===== config.mk =====
export PLATFORM = sky130hd
export DESIGN_NAME = vga_scan_ctrl
export DESIGN_NICKNAME = d
export VERILOG_FILES = /design/src/rtl/video_pkg.sv /design/src/rtl/scan_counter.sv /design/src/rtl/vga_scan_ctrl.sv
export SDC_FILE = /design/constraint.sdc
export NUM_CORES = 1
export LEC_CHECK = 0
export ABC_AREA = 1
export CAP_MARGIN = 40
export CORE_UTILIZATION = 53
export CTS_CLUSTER_SIZE = 20
export DETAILED_ROUTE_END_ITERATION = 8
export PLACE_DENSITY = 0.84
export SYNTH_ARGS = -nofsm -noshare
export SYNTH_HDL_FRONTEND = slang
export SYNTH_SLANG_ARGS = --single-unit

===== constraint.sdc =====
create_clock -name clk -period 2.5 [get_ports clk]
set_input_delay 0.5 -clock clk [delete_from_list [all_inputs] [get_ports clk]]
set_output_delay 0.5 -clock clk [all_outputs]
set_load 0.005 [all_outputs]

===== src/rtl/video_pkg.sv =====
// Shared 640x480@60 timing constants, helpers deriving totals and sync
// windows from a timing set, and the RGB444 pixel layout.
package video_pkg;

    // Counter width for both raster coordinates.
    localparam int VGA_CNT_W = 10;

    // Clocking defaults: 100 MHz system clock, 25 MHz pixel rate.
    localparam int VGA_PIX_DIV  = 4;
    localparam int VGA_PIPE_LAT = 2;

    // Horizontal timing, in pixels.
    localparam int VGA_H_ACTIVE = 640;
    localparam int VGA_H_FP     = 16;
    localparam int VGA_H_SYNC   = 96;
    localparam int VGA_H_BP     = 48;

    // Vertical timing, in lines.
    localparam int VGA_V_ACTIVE = 480;
    localparam int VGA_V_FP     = 10;
    localparam int VGA_V_SYNC   = 2;
    localparam int VGA_V_BP     = 33;

    // Length of a full line or frame.
    function automatic int span_total(int active, int fp, int sync, int bp);
        return active + fp + sync + bp;
    endfunction

    // First coordinate inside the sync pulse.
    function automatic int sync_first(int active, int fp);
        return active + fp;
    endfunction

    // Last coordinate inside the sync pulse.
    function automatic int sync_last(int active, int fp, int sync);
        return active + fp + sync - 1;
    endfunction

    localparam int VGA_H_TOTAL = span_total(VGA_H_ACTIVE, VGA_H_FP, VGA_H_SYNC, VGA_H_BP);
    localparam int VGA_V_TOTAL = span_total(VGA_V_ACTIVE, VGA_V_FP, VGA_V_SYNC, VGA_V_BP);

    // RGB444 as returned by the video memory: {r[11:8], g[7:4], b[3:0]}.
    typedef struct packed {
        logic [3:0] r;
        logic [3:0] g;
        logic [3:0] b;
    } rgb444_t;

endpackage


===== src/rtl/scan_counter.sv =====
// Pixel-rate divider plus horizontal/vertical raster counters.
// The counters advance once per pixel period and wrap at the line/frame end.
module scan_counter
    import video_pkg::*;
#(
    parameter int DIV     = VGA_PIX_DIV,
    parameter int H_TOTAL = VGA_H_TOTAL,
    parameter int V_TOTAL = VGA_V_TOTAL
) (
    input  logic                 clk,
    input  logic                 rst_n,
    output logic                 tick,
    output logic [VGA_CNT_W-1:0] h_cnt,
    output logic [VGA_CNT_W-1:0] v_cnt
);

    localparam int DIV_W = (DIV > 1) ? $clog2(DIV) : 1;
    localparam logic [DIV_W-1:0]     DIV_LAST = DIV_W'(DIV - 1);
    localparam logic [VGA_CNT_W-1:0] H_LAST   = VGA_CNT_W'(H_TOTAL - 1);
    localparam logic [VGA_CNT_W-1:0] V_LAST   = VGA_CNT_W'(V_TOTAL - 1);

    logic [DIV_W-1:0] div;

    assign tick = (div == DIV_LAST);

    // Divider runs freely; raster counters step only on the last divider phase.
    always_ff @(posedge clk or negedge rst_n) begin
        // NOTE: state registers use non-blocking assignments so every flop
        // samples pre-edge values, independent of statement order.
        if (!rst_n) begin
            div   <= '0;
            h_cnt <= '0;
            v_cnt <= '0;
        end else begin
            div <= tick ? '0 : div + 1'b1;
            if (tick) begin
                if (h_cnt == H_LAST) begin
                    h_cnt <= '0;
                    v_cnt <= (v_cnt == V_LAST) ? '0 : v_cnt + 1'b1;
                end else begin
                    h_cnt <= h_cnt + 1'b1;
                end
            end
        end
    end

endmodule


===== src/rtl/vga_scan_ctrl.sv =====
// VGA scan controller: drives raster coordinates to the video memory and
// realigns the returned pixel with registered sync, blanking and frame pulse.
module vga_scan_ctrl
    import video_pkg::*;
#(
    parameter int   PIX_DIV  = VGA_PIX_DIV,
    parameter int   PIPE_LAT = VGA_PIPE_LAT,
    parameter int   H_ACTIVE = VGA_H_ACTIVE,
    parameter int   H_FP     = VGA_H_FP,
    parameter int   H_SYNC   = VGA_H_SYNC,
    parameter int   H_BP     = VGA_H_BP,
    parameter int   V_ACTIVE = VGA_V_ACTIVE,
    parameter int   V_FP     = VGA_V_FP,
    parameter int   V_SYNC   = VGA_V_SYNC,
    parameter int   V_BP     = VGA_V_BP,
    parameter logic HS_POL   = 1'b0,
    parameter logic VS_POL   = 1'b0
) (
    input  logic        clk,
    input  logic        rst_n,
    output logic [9:0]  pixel_x,
    output logic [9:0]  pixel_y,
    input  logic [11:0] pixel_in,
    output logic [3:0]  vga_r,
    output logic [3:0]  vga_g,
    output logic [3:0]  vga_b,
    output logic        vga_hs,
    output logic        vga_vs,
    output logic        vblank,
    output logic        frame_start
);

    localparam int H_TOTAL = span_total(H_ACTIVE, H_FP, H_SYNC, H_BP);
    localparam int V_TOTAL = span_total(V_ACTIVE, V_FP, V_SYNC, V_BP);

    // The pixel is sampled DIV-1 clocks after the coordinate moves, so the
    // pixel period is never allowed to drop below the memory latency + 1.
    localparam int DIV_EFF = (PIX_DIV > PIPE_LAT) ? PIX_DIV : PIPE_LAT + 1;

    localparam logic [9:0] H_ACT_END = 10'(H_ACTIVE);
    localparam logic [9:0] V_ACT_END = 10'(V_ACTIVE);
    localparam logic [9:0] HS_FIRST  = 10'(sync_first(H_ACTIVE, H_FP));
    localparam logic [9:0] HS_LAST   = 10'(sync_last(H_ACTIVE, H_FP, H_SYNC));
    localparam logic [9:0] VS_FIRST  = 10'(sync_first(V_ACTIVE, V_FP));
    localparam logic [9:0] VS_LAST   = 10'(sync_last(V_ACTIVE, V_FP, V_SYNC));
    localparam logic [9:0] H_LAST    = 10'(H_TOTAL - 1);
    localparam logic [9:0] V_LAST    = 10'(V_TOTAL - 1);

    logic       tick;
    logic [9:0] h_cnt;
    logic [9:0] v_cnt;

    scan_counter #(
        .DIV     (DIV_EFF),
        .H_TOTAL (H_TOTAL),
        .V_TOTAL (V_TOTAL)
    ) u_scan (
        .clk   (clk),
        .rst_n (rst_n),
        .tick  (tick),
        .h_cnt (h_cnt),
        .v_cnt (v_cnt)
    );

    // Coordinates go straight out; off-screen values are fine downstream.
    assign pixel_x = h_cnt;
    assign pixel_y = v_cnt;

    rgb444_t px;
    logic    active;
    logic    in_hs;
    logic    in_vs;
    logic    at_last;

    // Decode of the current (pre-advance) raster position.
    always_comb begin
        px      = rgb444_t'(pixel_in);
        active  = (h_cnt < H_ACT_END) && (v_cnt < V_ACT_END);
        in_hs   = (h_cnt >= HS_FIRST) && (h_cnt <= HS_LAST);
        in_vs   = (v_cnt >= VS_FIRST) && (v_cnt <= VS_LAST);
        at_last = (h_cnt == H_LAST) && (v_cnt == V_LAST);
    end

    // Output alignment stage: captures colour and timing for the pixel whose
    // coordinates were presented during the period that ends on this tick.
    always_ff @(posedge clk or negedge rst_n) begin
        if (!rst_n) begin
            vga_r       <= '0;
            vga_g       <= '0;
            vga_b       <= '0;
            vga_hs      <= ~HS_POL;
            vga_vs      <= ~VS_POL;
            vblank      <= 1'b0;
            frame_start <= 1'b0;
        end else begin
            frame_start <= tick && at_last;
            if (tick) begin
                vga_r  <= active ? px.r : 4'h0;
                vga_g  <= active ? px.g : 4'h0;
                vga_b  <= active ? px.b : 4'h0;
                vga_hs <= in_hs ? HS_POL : ~HS_POL;
                vga_vs <= in_vs ? VS_POL : ~VS_POL;
                vblank <= (v_cnt >= V_ACT_END);
            end
        end
    end

endmodule

==> results.py <==
metrics = {
    "route": {
        "viasPerCell": 5.40,
        "dr.pass1.iters": 4,
        "drt_iter0_drc": 151,
        "wl_per_cell_um": 13.9,
        "drc": 0,
        "vias": 1814,
        "ant_nets": 0,
        "routed_wl_um": 4670,
    },
    "critical_path": {
        "critPathLaunchType": "flop",
        "crit_type": "flop to output port",
        "cp_max_fo": 9,
        "worst_ep_required_time_ps": 2000,
        "path_cells": "clkdlybuf4s50_1",
        "crit_buf_inv": 1,
        "critPathMaxStageDelay_ps": 570,
        "worstPathArrival_ps": 1380,
        "cp-end-kind": "output port",
        "cpLargestDelayFamily": "buffers and inverters",
        "slowest_stage": "clkdlybuf4s50_1",
    },
    "power_and_ir_drop": {
        "seq_power_share_pct": 57.0,
        "p_int_uw": 859,
        "peakVddDrop_mv": 0.374,
        "p_sw_uw": 244,
        "p_leak_nw": 1.17,
        "swShare_pct": 22.1,
        "p_clk_share_pct": 37.0,
        "combinationalPowerShare_pct": 5.9,
        "power.total_mw": 1.10,
        "power_density_nw_per_um2": 422,
    },
    "global_routing": {
        "antenna_found_initial": 0,
        "track_usage_pct": 25.3,
        "gr-total-overflow": 0,
        "grt_pass1_vias": 1664,
        "grt_max_degree": 23,
        "grt_pass1_wl_um": 7830,
    },
    "sta": {
        "min_period_ps": 1880,
        "fmax_ghz": 0.531,
        "hold_viol": 0,
        "tns_ps": 0,
        "drv_slew": 0,
        "rsz0062_at_grt": "false",
        "final.period_utilization_pct": 75.4,
        "worst_pin_slew_ps": 455,
        "skew_ps": 7.14,
        "setup_viol": 0,
        "max-slew-margin-rel_pct": 69.7,
    },
    "clock_tree": {
        "clk_latency_ps": 290,
        "cts_hold_buf": 0,
        "cts_sinks": 38,
        "numCtsBuffers": 5,
        "clkSlewWorstSetupHoldPaths_ps": 80,
        "cts-root-buf": "clkbuf_8",
        "cts_htree_levels": 2,
        "cts_setup_buffers": 0,
        "cts_tree": "built",
        "cts_buffer_depth": 2,
        "cts_resized": 0,
    },
    "logic_synthesis": {
        "synth_edf_count": 0,
        "synth_seq_area_share_pct": 47.6,
        "synth_seq_cells": 38,
        "syn_nets": 259,
        "synth_top_area_cell": "dfrtp_1",
        "synth_area_um2": 2000,
        "yosys_warnings": 0,
        "yosys.area.top_type_share_pct": 45.0,
        "postSynth.asyncResetShare_pct": 100,
        "netlist_top_cells_area": "dfrtp_1, nand2_1, o21ai_0",
        "syn_inst": 239,
        "synth_cell_types": 29,
        "synth_ff_type": "dfrtp_1",
        "synth_common_cells": "nand2_1, dfrtp_1, nor2_1",
        "syn_avg_cell_area_um2": 8.38,
        "yosysMostFrequentCell": "nand2_1",
    },
    "placement": {
        "port_buffers": 49,
        "postPlaceCellArea_um2": 2530,
        "dp.cells": 328,
        "gp_congestion": 0.925,
        "dp_hpwl_um": 3390,
    },
    "layout": {
        "antenna-diode-count": 0,
        "seqCellArea_um2": 953,
        "final_cells": 336,
        "drive_gt1_share_pct": 10.7,
        "syn2layout_area_growth_pct": 30.6,
        "design_area_um2": 2610,
        "multiInputGateArea_um2": 910,
        "num-fill-cells": 267,
        "nets": 309,
    },
    "die": {
        "die_w_um": 63.5,
        "die_y_um": 63.5,
        "core_um2": 3470,
        "dieArea_um2": 4030,
        "initial_core_util_pct": 57.7,
        "ioPinCount": 50,
        "row_count": 21,
    },
    "job": {
        "maxCapViolCount": 0,
    },
    "run_status": {
        "status": "completed",
    },
    "min_path": {
        "hp-class": "input pin to async pin",
    },
}
[worst reg2reg max path: stages, from the launching register on]
cell     delay, ps
dfrtp_1        410
ha_1           210
inv_1          110
nor2_4         170
nand3_4        130
nor2_8         170
inv_2          150
nand2_1        110
o21ai_2         50
[flip-flops by register name, summed over array words and instances, names as in the netlist]
name	flops
vga_vs	1
u_scan.h_cnt	10
frame_start	1
u_scan.v_cnt	10
vblank	1
vga_hs	1
vga_b	4
vga_g	4
vga_r	4
u_scan.div	2
[placed cells by master (no fill, tap or decap), drive strengths merged, types with 2 or more instances in the layout]
cell / instances
xnor2: 2
clkinv: 2
nor2: 26
nand4: 9
inv: 24
o21ai: 24
clkbuf: 6
dfrtp: 36
buf: 3
dfstp: 2
clkdlybuf4s50: 48
ha: 6
nand3: 19
nor3: 6
nand2: 66
xor2: 5
[cell type report]
type	count	area share, %
flip-flops and latches	38	36.5
multi-input cells	169	34.8
repair buffers	51	19.9
inverters	24	3.45
clock buffers	6	2.78
well taps	46	2.20
clock inverters	2	0.383
[kinds of logic (layout without fill, tap and decap cells)]
logic type	count (synthesis)	in the layout	share of synthesized area, %
AO/OA/AOI/OAI	28	28	8.06
flip-flops	38	38	47.6
adder cells (fa/ha/maj)	6	6	3.75
AND/OR/NAND/NOR	128	128	30.6
buffers and inverters	32	83	6.94
XOR/XNOR	7	7	3.06
[power by group through the flow]
stage / clock network (mW) / registers [mW] / logic, mW
after floorplan: 0 / 0.642 / 0.00693
after global placement: 0 / 0.641 / 0.0610
after detailed placement: 0 / 0.641 / 0.0669
after CTS: 0.409 / 0.629 / 0.0671
after global routing: 0.437 / 0.630 / 0.0718
final: 0.408 / 0.629 / 0.0653
[layer usage]
metal / up-vias / global-route usage (%) / wire length (µm)
met5: - / 0 / 0
met2: 59 / 41.9 / 2360
met3: 9 / 4.35 / 218
met1: 871 / 33.2 / 2040
li1: 875 / - / -
met4: 0 / 8.81 / 53
[path summary, 6_finish.rpt]
kind	start	to	slack (ps)	cells after the start
setup / recovery	u_scan.v_cnt[2]	pixel_y[2]	620	1
hold / removal	rst_n	u_scan.div[1]	150	1
setup reg to reg	u_scan.h_cnt[1]	u_scan.v_cnt[3]	870	8
hold reg to reg	u_scan.div[0]	u_scan.div[0]	430	1
max in group asynchronous	rst_n	vga_hs	1810	2
min in group clk	u_scan.div[0]	u_scan.div[0]	430	1
[metrics by stage]
| step | setup slack (ps) | utilization [%] | hold WS (ps) |
|---|---|---|---|
| 3_5_place_dp | 901 | 73.0 | 420 |
| 3_3_place_gp | 940 | 72.2 | 413 |
| 5_1_grt | 565 | 75.4 | 181 |
| 2_1_floorplan | 1060 | - | 204 |
| 4_1_cts | 620 | 75.4 | 165 |
| 6_report | 616 | 75.4 | 153 |
(Power assumes the default switching activity.)
